**config.mk**
```make
export PLATFORM = sky130hd
export DESIGN_NAME = mips_instruction_decode
export DESIGN_NICKNAME = d
export VERILOG_FILES = /design/src/rtl/mips_instruction_decode.sv
export SDC_FILE = /design/constraint.sdc
export NUM_CORES = 2
export LEC_CHECK = 0
export BUFFER_PORTS_ARGS = -buffer_cell sky130_fd_sc_hd__buf_4
export CORE_AREA = 2 2 436 438
export DETAILED_ROUTE_END_ITERATION = 6
export DIE_AREA = 0 0 438 440
export PLACE_DENSITY = 0.42
export SETUP_SLACK_MARGIN = 0.15
export SLEW_MARGIN = 10
export SYNTH_ARGS = -nofsm -noshare
export SYNTH_HDL_FRONTEND = slang
export SYNTH_SLANG_ARGS = --single-unit
```
**constraint.sdc**
```tcl
create_clock -name clk -period 2.53 [get_ports clk]
set_input_delay 0 -clock clk [delete_from_list [all_inputs] [get_ports clk]]
set_output_delay 0 -clock clk [all_outputs]
set_load 0.005 [all_outputs]
```
**src/rtl/mips_instruction_decode.sv**
```systemverilog
// rtl/mips_instruction_decode.sv - MIPS32 ID stage: field split, control decode, 32x32 register file (optional ID_WB_BYPASS_EN)
module mips_instruction_decode #(
    parameter int NB_DATA = 32,
    parameter int NB_REG  = 5
) (
    input  logic               clk,
    input  logic               i_rst_n,
    input  logic [31:0]        i_instruction,
    input  logic [31:0]        i_pcounter4,
    input  logic               i_we_wb,
    input  logic               i_we,
    input  logic [NB_REG-1:0]  i_wr_addr,
    input  logic [NB_DATA-1:0] i_wr_data_WB,
    input  logic               i_stall,
    output logic [NB_REG-1:0]  o_rs,
    output logic [NB_REG-1:0]  o_rt,
    output logic [NB_REG-1:0]  o_rd,
    output logic [4:0]         o_shamt,
    output logic [5:0]         o_opcode,
    output logic [5:0]         o_func,
    output logic [15:0]        o_addr,
    output logic [NB_DATA-1:0] o_reg_DA,
    output logic [NB_DATA-1:0] o_reg_DB,
    output logic [NB_DATA-1:0] o_immediate,
    output logic               o_jump,
    output logic               o_branch,
    output logic               o_regDst,
    output logic               o_mem2Reg,
    output logic               o_memRead,
    output logic               o_memWrite,
    output logic               o_immediat,
    output logic               o_regWrite,
    output logic [1:0]         o_aluSrc,
    output logic [1:0]         o_aluOp
);

    localparam int NUM_REGS = 1 << NB_REG;

    localparam logic [5:0] OP_RTYPE = 6'b000000;
    localparam logic [5:0] OP_J     = 6'b000010;
    localparam logic [5:0] OP_JAL   = 6'b000011;
    localparam logic [5:0] OP_BEQ   = 6'b000100;
    localparam logic [5:0] OP_BNE   = 6'b000101;
    localparam logic [5:0] OP_ADDI  = 6'b001000;
    localparam logic [5:0] OP_ADDIU = 6'b001001;
    localparam logic [5:0] OP_SLTI  = 6'b001010;
    localparam logic [5:0] OP_SLTIU = 6'b001011;
    localparam logic [5:0] OP_ANDI  = 6'b001100;
    localparam logic [5:0] OP_ORI   = 6'b001101;
    localparam logic [5:0] OP_XORI  = 6'b001110;
    localparam logic [5:0] OP_LUI   = 6'b001111;
    localparam logic [5:0] OP_LB    = 6'b100000;
    localparam logic [5:0] OP_LH    = 6'b100001;
    localparam logic [5:0] OP_LW    = 6'b100011;
    localparam logic [5:0] OP_LBU   = 6'b100100;
    localparam logic [5:0] OP_LHU   = 6'b100101;
    localparam logic [5:0] OP_LWU   = 6'b100111;
    localparam logic [5:0] OP_SB    = 6'b101000;
    localparam logic [5:0] OP_SH    = 6'b101001;
    localparam logic [5:0] OP_SW    = 6'b101011;

    localparam logic [5:0] FN_SLL   = 6'b000000;
    localparam logic [5:0] FN_SRL   = 6'b000010;
    localparam logic [5:0] FN_SRA   = 6'b000011;
    localparam logic [5:0] FN_JR    = 6'b001000;
    localparam logic [5:0] FN_JALR  = 6'b001001;

    // Control vector layout, MSB first:
    // jump, branch, regDst, mem2Reg, memRead, memWrite, immediat, regWrite, aluSrc[1:0], aluOp[1:0]
    localparam int C_JUMP   = 11;
    localparam int C_BRANCH = 10;
    localparam int C_REGDST = 9;
    localparam int C_MEM2RG = 8;
    localparam int C_MEMRD  = 7;
    localparam int C_MEMWR  = 6;
    localparam int C_IMMED  = 5;
    localparam int C_REGWR  = 4;

    // Raw instruction fields
    logic [5:0]  instr_op;
    logic [5:0]  instr_fn;
    logic [15:0] instr_imm;
    assign instr_op  = i_instruction[31:26];
    assign instr_fn  = i_instruction[5:0];
    assign instr_imm = i_instruction[15:0];

    // Only the top nibble of PC+4 feeds the jump target
    logic unused_pc_low;
    assign unused_pc_low = ^i_pcounter4[27:0];

    // Register file and ID/EX boundary state
    logic [NB_DATA-1:0] regs_q [NUM_REGS];
    logic [NB_DATA-1:0] regs_d [NUM_REGS];

    logic [NB_REG-1:0]  rs_d, rs_q;
    logic [NB_REG-1:0]  rt_d, rt_q;
    logic [NB_REG-1:0]  rd_d, rd_q;
    logic [4:0]         shamt_d, shamt_q;
    logic [5:0]         opcode_d, opcode_q;
    logic [5:0]         func_d, func_q;
    logic [15:0]        addr_d, addr_q;
    logic [NB_DATA-1:0] reg_da_d, reg_da_q;
    logic [NB_DATA-1:0] reg_db_d, reg_db_q;
    logic [NB_DATA-1:0] imm_d, imm_q;
    logic [11:0]        ctrl_dec;
    logic [11:0]        ctrl_d, ctrl_q;

    logic wr_en;
    assign wr_en = i_we & i_we_wb & (i_wr_addr != '0);

    // Field extraction: R-type, J-type, otherwise I-type layout
    always_comb begin
        rs_d     = '0;
        rt_d     = '0;
        rd_d     = '0;
        shamt_d  = '0;
        func_d   = '0;
        addr_d   = '0;
        imm_d    = '0;
        opcode_d = instr_op;
        case (instr_op)
            OP_RTYPE: begin
                rs_d    = i_instruction[25:21];
                rt_d    = i_instruction[20:16];
                rd_d    = i_instruction[15:11];
                shamt_d = i_instruction[10:6];
                func_d  = instr_fn;
            end
            OP_J, OP_JAL: begin
                rd_d  = (instr_op == OP_JAL) ? NB_REG'(31) : '0;
                imm_d = {i_pcounter4[31:28], i_instruction[25:0], 2'b00};
            end
            default: begin
                rs_d   = i_instruction[25:21];
                rt_d   = i_instruction[20:16];
                addr_d = instr_imm;
                if (instr_op == OP_ANDI || instr_op == OP_ORI || instr_op == OP_XORI) begin
                    imm_d = {{(NB_DATA-16){1'b0}}, instr_imm};
                end else begin
                    imm_d = {{(NB_DATA-16){instr_imm[15]}}, instr_imm};
                end
            end
        endcase
    end

    // Main control decode; unknown opcodes decode as NOP
    always_comb begin
        ctrl_dec = '0;
        case (instr_op)
            OP_RTYPE: begin
                ctrl_dec[C_REGDST] = 1'b1;
                ctrl_dec[C_REGWR]  = 1'b1;
                ctrl_dec[1:0]      = 2'b10;
                if (instr_fn == FN_SLL || instr_fn == FN_SRL || instr_fn == FN_SRA) begin
                    ctrl_dec[3:2] = 2'b01;
                end
                if (instr_fn == FN_JR) begin
                    ctrl_dec[C_JUMP]  = 1'b1;
                    ctrl_dec[C_REGWR] = 1'b0;
                end
                if (instr_fn == FN_JALR) begin
                    ctrl_dec[C_JUMP] = 1'b1;
                end
            end
            OP_ADDI, OP_ADDIU, OP_SLTI, OP_SLTIU, OP_ANDI, OP_ORI, OP_XORI, OP_LUI: begin
                ctrl_dec[C_IMMED] = 1'b1;
                ctrl_dec[C_REGWR] = 1'b1;
                ctrl_dec[3:2]     = 2'b10;
                ctrl_dec[1:0]     = 2'b11;
            end
            OP_LB, OP_LH, OP_LW, OP_LBU, OP_LHU, OP_LWU: begin
                ctrl_dec[C_MEMRD]  = 1'b1;
                ctrl_dec[C_MEM2RG] = 1'b1;
                ctrl_dec[C_REGWR]  = 1'b1;
                ctrl_dec[3:2]      = 2'b10;
            end
            OP_SB, OP_SH, OP_SW: begin
                ctrl_dec[C_MEMWR] = 1'b1;
                ctrl_dec[3:2]     = 2'b10;
            end
            OP_BEQ, OP_BNE: begin
                ctrl_dec[C_BRANCH] = 1'b1;
                ctrl_dec[1:0]      = 2'b01;
            end
            OP_J: begin
                ctrl_dec[C_JUMP] = 1'b1;
            end
            OP_JAL: begin
                ctrl_dec[C_JUMP]  = 1'b1;
                ctrl_dec[C_REGWR] = 1'b1;
            end
            default: ctrl_dec = '0;
        endcase
        // A stall turns this slot into a bubble; fields keep flowing
        ctrl_d = i_stall ? 12'b0 : ctrl_dec;
    end

    // Register file next state and operand read ($0 hard-wired to zero)
    always_comb begin
        for (int i = 0; i < NUM_REGS; i++) begin
            regs_d[i] = regs_q[i];
        end
        if (wr_en) begin
            regs_d[i_wr_addr] = i_wr_data_WB;
        end
        reg_da_d = (rs_d == '0) ? '0 : regs_q[rs_d];
        reg_db_d = (rt_d == '0) ? '0 : regs_q[rt_d];
`ifdef ID_WB_BYPASS_EN
        // Same-edge WB forwarding so EX sees the value being written now
        if (wr_en && i_wr_addr == rs_d) begin
            reg_da_d = i_wr_data_WB;
        end
        if (wr_en && i_wr_addr == rt_d) begin
            reg_db_d = i_wr_data_WB;
        end
`endif
    end

    // Register file storage; reset clears every entry
    always_ff @(posedge clk) begin
        if (i_rst_n) begin
            for (int i = 0; i < NUM_REGS; i++) begin
                regs_q[i] <= '0;
            end
        end else begin
            for (int i = 0; i < NUM_REGS; i++) begin
                regs_q[i] <= regs_d[i];
            end
        end
    end

    // ID/EX boundary registers; reset takes priority over stall and write
    always_ff @(posedge clk) begin
        if (i_rst_n) begin
            rs_q     <= '0;
            rt_q     <= '0;
            rd_q     <= '0;
            shamt_q  <= '0;
            opcode_q <= '0;
            func_q   <= '0;
            addr_q   <= '0;
            reg_da_q <= '0;
            reg_db_q <= '0;
            imm_q    <= '0;
            ctrl_q   <= '0;
        end else begin
            rs_q     <= rs_d;
            rt_q     <= rt_d;
            rd_q     <= rd_d;
            shamt_q  <= shamt_d;
            opcode_q <= opcode_d;
            func_q   <= func_d;
            addr_q   <= addr_d;
            reg_da_q <= reg_da_d;
            reg_db_q <= reg_db_d;
            imm_q    <= imm_d;
            ctrl_q   <= ctrl_d;
        end
    end

    assign o_rs        = rs_q;
    assign o_rt        = rt_q;
    assign o_rd        = rd_q;
    assign o_shamt     = shamt_q;
    assign o_opcode    = opcode_q;
    assign o_func      = func_q;
    assign o_addr      = addr_q;
    assign o_reg_DA    = reg_da_q;
    assign o_reg_DB    = reg_db_q;
    assign o_immediate = imm_q;
    assign o_jump      = ctrl_q[C_JUMP];
    assign o_branch    = ctrl_q[C_BRANCH];
    assign o_regDst    = ctrl_q[C_REGDST];
    assign o_mem2Reg   = ctrl_q[C_MEM2RG];
    assign o_memRead   = ctrl_q[C_MEMRD];
    assign o_memWrite  = ctrl_q[C_MEMWR];
    assign o_immediat  = ctrl_q[C_IMMED];
    assign o_regWrite  = ctrl_q[C_REGWR];
    assign o_aluSrc    = ctrl_q[3:2];
    assign o_aluOp     = ctrl_q[1:0];

endmodule

```
==> summary by stage <==
Clock network
The H-tree was split into 4 levels. Clock tree synthesis inserted a total of 143 buffers. The maximum count of clock buffers along a single path is 3. TritonCTS built the clock tree. The tree built by TritonCTS fans out to 1179 sinks. The later pin in the worst-skew pair is clocked with a latency of approximately 830 ps.

The root buffer cell chosen for the clock tree is sky130_fd_sc_hd__clkbuf_16. The number of post-CTS setup repair buffers is 0. Clock-pin slew was measured on the worst setup and hold paths at 60 ps.

Critical path
On the critical path, the stage with the largest delay is an instance of sky130_fd_sc_hd__o311ai_0. The cell occurring most often along the worst timing path is sky130_fd_sc_hd__buf_4. The worst setup path is launched from an input pin. Along the worst path, the maximum fanout reaches 16. For the worst setup path, the data required time is 3280 ps. The worst setup path is of the input pin to register kind. On the worst path, the slowest cell contributes a delay of 790 ps.

Counting both buffers and inverters, the worst setup path holds a total of 7. Walking the worst path, the cells encountered are dlygate4sd3_1 -> buf_8 -> buf_12 -> buf_4 -> o22ai_4 -> buf_12 -> buf_4 -> a21oi_1 -> o311ai_0 -> buf_4 -> and3_1. The worst setup path is captured at a register.

The critical path's top delay family is buffers and inverters. The arrival time of data at the critical path endpoint is 3110 ps.

STA
Setup repair after global routing left no endpoint under its margin. The minimum clock period after layout is ~2400 ps. The setup slack after layout is 168.9 ps. The final cycle utilization of the critical path is 0.9332. The clock arrives with 31.92 ps of skew. The worst pin sits at a relative slew slack of 0.1274. The worst hold slack is 27.31 ps. Based on the critical path, the design can be clocked at up to 423.5 MHz. The final number of hold-violating endpoints is 0. The slew at the pin closest to its max-slew limit is 1309 ps.

Setup violations remaining at the end of the flow were counted as 0. The final max-slew violation count was 0.

Global route
Entering global routing, the biggest net connects roughly 210 pins. The total overflow left after global routing is 0. The combined global-route utilization of all metal layers is 0.3026.

The number of global-route vias before repair was a little over 50k. The first global-routing pass estimated 416700 um of wire. The number of antenna violations at the first check in global routing is 21.

Logic synthesis
A synthesized cell averages 8.346 um^2. The top cell type's share of synthesized area is 0.4206. The top cell type by total area after synthesis is sky130_fd_sc_hd__dfxtp_1. For this run, the number of Yosys warnings is 0. The async set or reset register ratio after synthesis is 0. The post-synthesis register bit count is 1179. The count of distinct cell types in the synthesized netlist is between 50 and 60. The synthesized netlist cell count is 6724. The number of enable flip-flop cells after synthesis is 0. In the synthesized netlist the dominant register cell turns out to be sky130_fd_sc_hd__dfxtp_1.

Sorting the synthesized cells by area gives the leading types as sky130_fd_sc_hd__dfxtp_1 (42%), sky130_fd_sc_hd__nand2_1 (14%), sky130_fd_sc_hd__a21oi_1 (11%), sky130_fd_sc_hd__mux4_2 (11%), sky130_fd_sc_hd__clkbuf_1 (3.7%). In this run the cell area of the synthesized design comes to 56120 um^2. Synthesis produced a netlist with a net count of a little under 7k. The share of the Yosys chip area taken by registers is 0.4206.

Pwr
The register share of total power is 0.421. Summed over all cells, the static leakage comes to 0.02380 uW. Of the total power, the share spent switching nets is 0.2737. The worst ir drop on vdd is around 0.00055 V. Of the total power, combinational logic draws 0.107. The power per cell area is between 600 and 700 nW/um^2. The share of total power in the clock network is 0.472.

The switching component of the power is 12330 uW. The design internal power is 32730 uW.

Drt
After detailed routing, no signal wire sits above met5. The met3 wire length is 25960 um. After detailed routing, the wire length on met1 is around 120000 um. In the final routed layout, each cell accounts on average for 31.43 um. The number of nets with antenna violations after routing is 0. The detailed router finished its first iteration with 6829 violations. The total detailed-routing wirelength is 300600 um. The first-pass iteration count of the detailed router is 6. Using the TritonRoute via totals, the vias-per-cell ratio works out to 5.739. In the routed design, unresolved DRC markers number 0. The total length of routed met2 wires is 131900 um. Detailed routing inserted a total of 54.90k vias.

Floorplan
The floorplan step defined a die boundary enclosing 192700 um^2. 262 I/O pins were placed. The number of cell rows is 160. Measured along the x axis, the die boundary spans approximately 440 um. The die is 440 um tall. The initial utilization of the core area, before any placement, comes to 0.2976.

The area of the core is around 190000 um^2.

Flow run
The max capacitance violation total is 0.

Layout
The number of nets in the finished design is slightly above 7k. In the layout the commonest cells are sky130_fd_sc_hd__nand2_1 (2060), sky130_fd_sc_hd__a21oi_1 (1222), sky130_fd_sc_hd__dfxtp_1 (1179), sky130_fd_sc_hd__buf_4 (516), sky130_fd_sc_hd__mux4_2 (268). After the flow finishes, the layout carries non-filler instances totaling 9565. The layout has 19.21k filler cells.

The most common library cell in the layout ignoring fill and taps is sky130_fd_sc_hd__nand2_1. The fraction of final layout cells with drive strength greater than 1 is 0.1877. The relative area change from synthesis to final layout is 23.31%.

Place
During placement, the flow inserted port buffers numbering 233. The post-placement cell count is 9193. The final HPWL from detailed placement is between 150000 and 200000 um. Timing analysis after detailed placement gives a worst setup slack of -342.9 ps. The weighted congestion at the end of routability-driven global placement is about 0.94.

Status
The flow ran to the end, and the final reports show no timing, DRC or antenna violations.

Hold path
The path category of the worst min-delay check is input pin to register.
worst register-to-register path, stage by stage, from the launching register on:
cell                       delay [ps]
sky130_fd_sc_hd__dfxtp_1          330
sky130_fd_sc_hd__mux4_2           500
sky130_fd_sc_hd__mux2i_1          360
sky130_fd_sc_hd__nor2_1           220
sky130_fd_sc_hd__a211oi_4         310
sky130_fd_sc_hd__buf_4            220
sky130_fd_sc_hd__a211oi_1          50
path summary, 6_finish.rpt:
kind | from | end | slack, ps | depth (start not counted)
max | i_instruction[16] | o_reg_DB[2] | 170 | 11
min | i_instruction[11] | o_immediate[13] | 30 | 3
max reg2reg | regs_q[19][24] | o_reg_DB[24] | 410 | 6
min reg2reg | regs_q[2][10] | regs_q[2][10] | 460 | 2
area by class of cell:
| cell class | count | area [um^2] | share of cell area |
|---|---|---|---|
| diodes | 5 | 12.51 | 0.0001808 |
| clock buffers | 216 | 4265 | 0.06164 |
| clock inverters | 39 | 471.7 | 0.006817 |
| inverters | 56 | 211.5 | 0.003056 |
| multi-input cells | 4807 | 30080 | 0.4347 |
| flip-flops and latches | 1179 | 23600 | 0.3411 |
| well taps | 2511 | 3142 | 0.04540 |
| repair buffers | 752 | 7415 | 0.1072 |
power groups by stage:
stage / combinational [uW] / sequential (uW) / clock [uW]
final: 4800 / 19000 / 21300
after global routing: 4910 / 19000 / 22300
after CTS: 4720 / 19000 / 21600
after detailed placement: 4570 / 19400 / 0
after global placement: 4570 / 19400 / 0
after floorplan: 2010 / 19300 / 0
timing repair:
action / in CTS / in global routing
pin swaps: 0 / 1
resized for setup: 1 / 6
setup endpoints to repair: 1 / 8
hold buffers: 112 / 0
endpoints found under the hold margin: 1102 / 0
logic make-up (layout without fill, tap and decap cells):
| logic type | count (synthesis) | count (layout) | synth area share |
|---|---|---|---|
| flops | 1179 | 1179 | 0.4206 |
| other cells | 0 | 5 | 0 |
| simple gates | 2422 | 2422 | 0.1719 |
| mux | 550 | 550 | 0.1602 |
| compound gates | 1835 | 1835 | 0.1955 |
| buf+inv | 738 | 1063 | 0.05177 |
metal layers:
metal,global-route usage,up-vias
li1,-,23992
met1,0.4014,27355
met2,0.4631,2952
met3,0.06114,591
met4,0.1592,6
met5,0,-
synth_stat cells, types with 7 or more instances:
master	number
sky130_fd_sc_hd__nor4_1	7
sky130_fd_sc_hd__a311oi_1	11
sky130_fd_sc_hd__or2_2	9
sky130_fd_sc_hd__o21ai_0	97
sky130_fd_sc_hd__mux2i_1	176
sky130_fd_sc_hd__a221o_1	91
sky130_fd_sc_hd__nand2b_1	8
sky130_fd_sc_hd__o211ai_1	21
sky130_fd_sc_hd__a21oi_1	1225
sky130_fd_sc_hd__nor2_1	124
sky130_fd_sc_hd__nand2_1	2072
sky130_fd_sc_hd__a221oi_1	110
sky130_fd_sc_hd__buf_2	84
sky130_fd_sc_hd__o22a_1	14
sky130_fd_sc_hd__a211oi_1	56
sky130_fd_sc_hd__o311ai_0	8
sky130_fd_sc_hd__buf_1	34
sky130_fd_sc_hd__nor3_1	16
sky130_fd_sc_hd__and3_1	30
sky130_fd_sc_hd__a21o_1	49
sky130_fd_sc_hd__a2111oi_0	9
sky130_fd_sc_hd__nand3_1	15
sky130_fd_sc_hd__dfxtp_1	1179
sky130_fd_sc_hd__and2_1	41
sky130_fd_sc_hd__mux2_2	106
sky130_fd_sc_hd__nor2b_1	62
sky130_fd_sc_hd__or3_1	24
sky130_fd_sc_hd__mux4_2	268
sky130_fd_sc_hd__clkbuf_1	557
sky130_fd_sc_hd__o221ai_1	33
sky130_fd_sc_hd__o32a_1	12
sky130_fd_sc_hd__o32ai_1	11
sky130_fd_sc_hd__inv_1	55
sky130_fd_sc_hd__o22ai_1	45
per-stage QoR:
step / total power (uW) / cell area (um^2) / setup TNS (ps) / util
finish: 45070 / 69200 / 0 / 0.3669
global route: 46160 / 69190 / 0 / 0.3669
CTS: 45290 / 69160 / 0 / 0.3668
detailed placement: 23950 / 63300 / -709.2 / 0.3357
global placement: 23960 / 63280 / -1831 / 0.3355
floorplan: 21270 / 56120 / 0 / -
sequential cells by signal (all words and copies together), names as in the netlist, 6 cells and up:
signal       count
o_reg_DB        32
o_opcode         6
o_reg_DA        32
o_addr          16
o_func           6
ctrl_q          11
regs_q        1024
o_immediate     32
No activity file was read; power rests on OpenSTA's default activity.
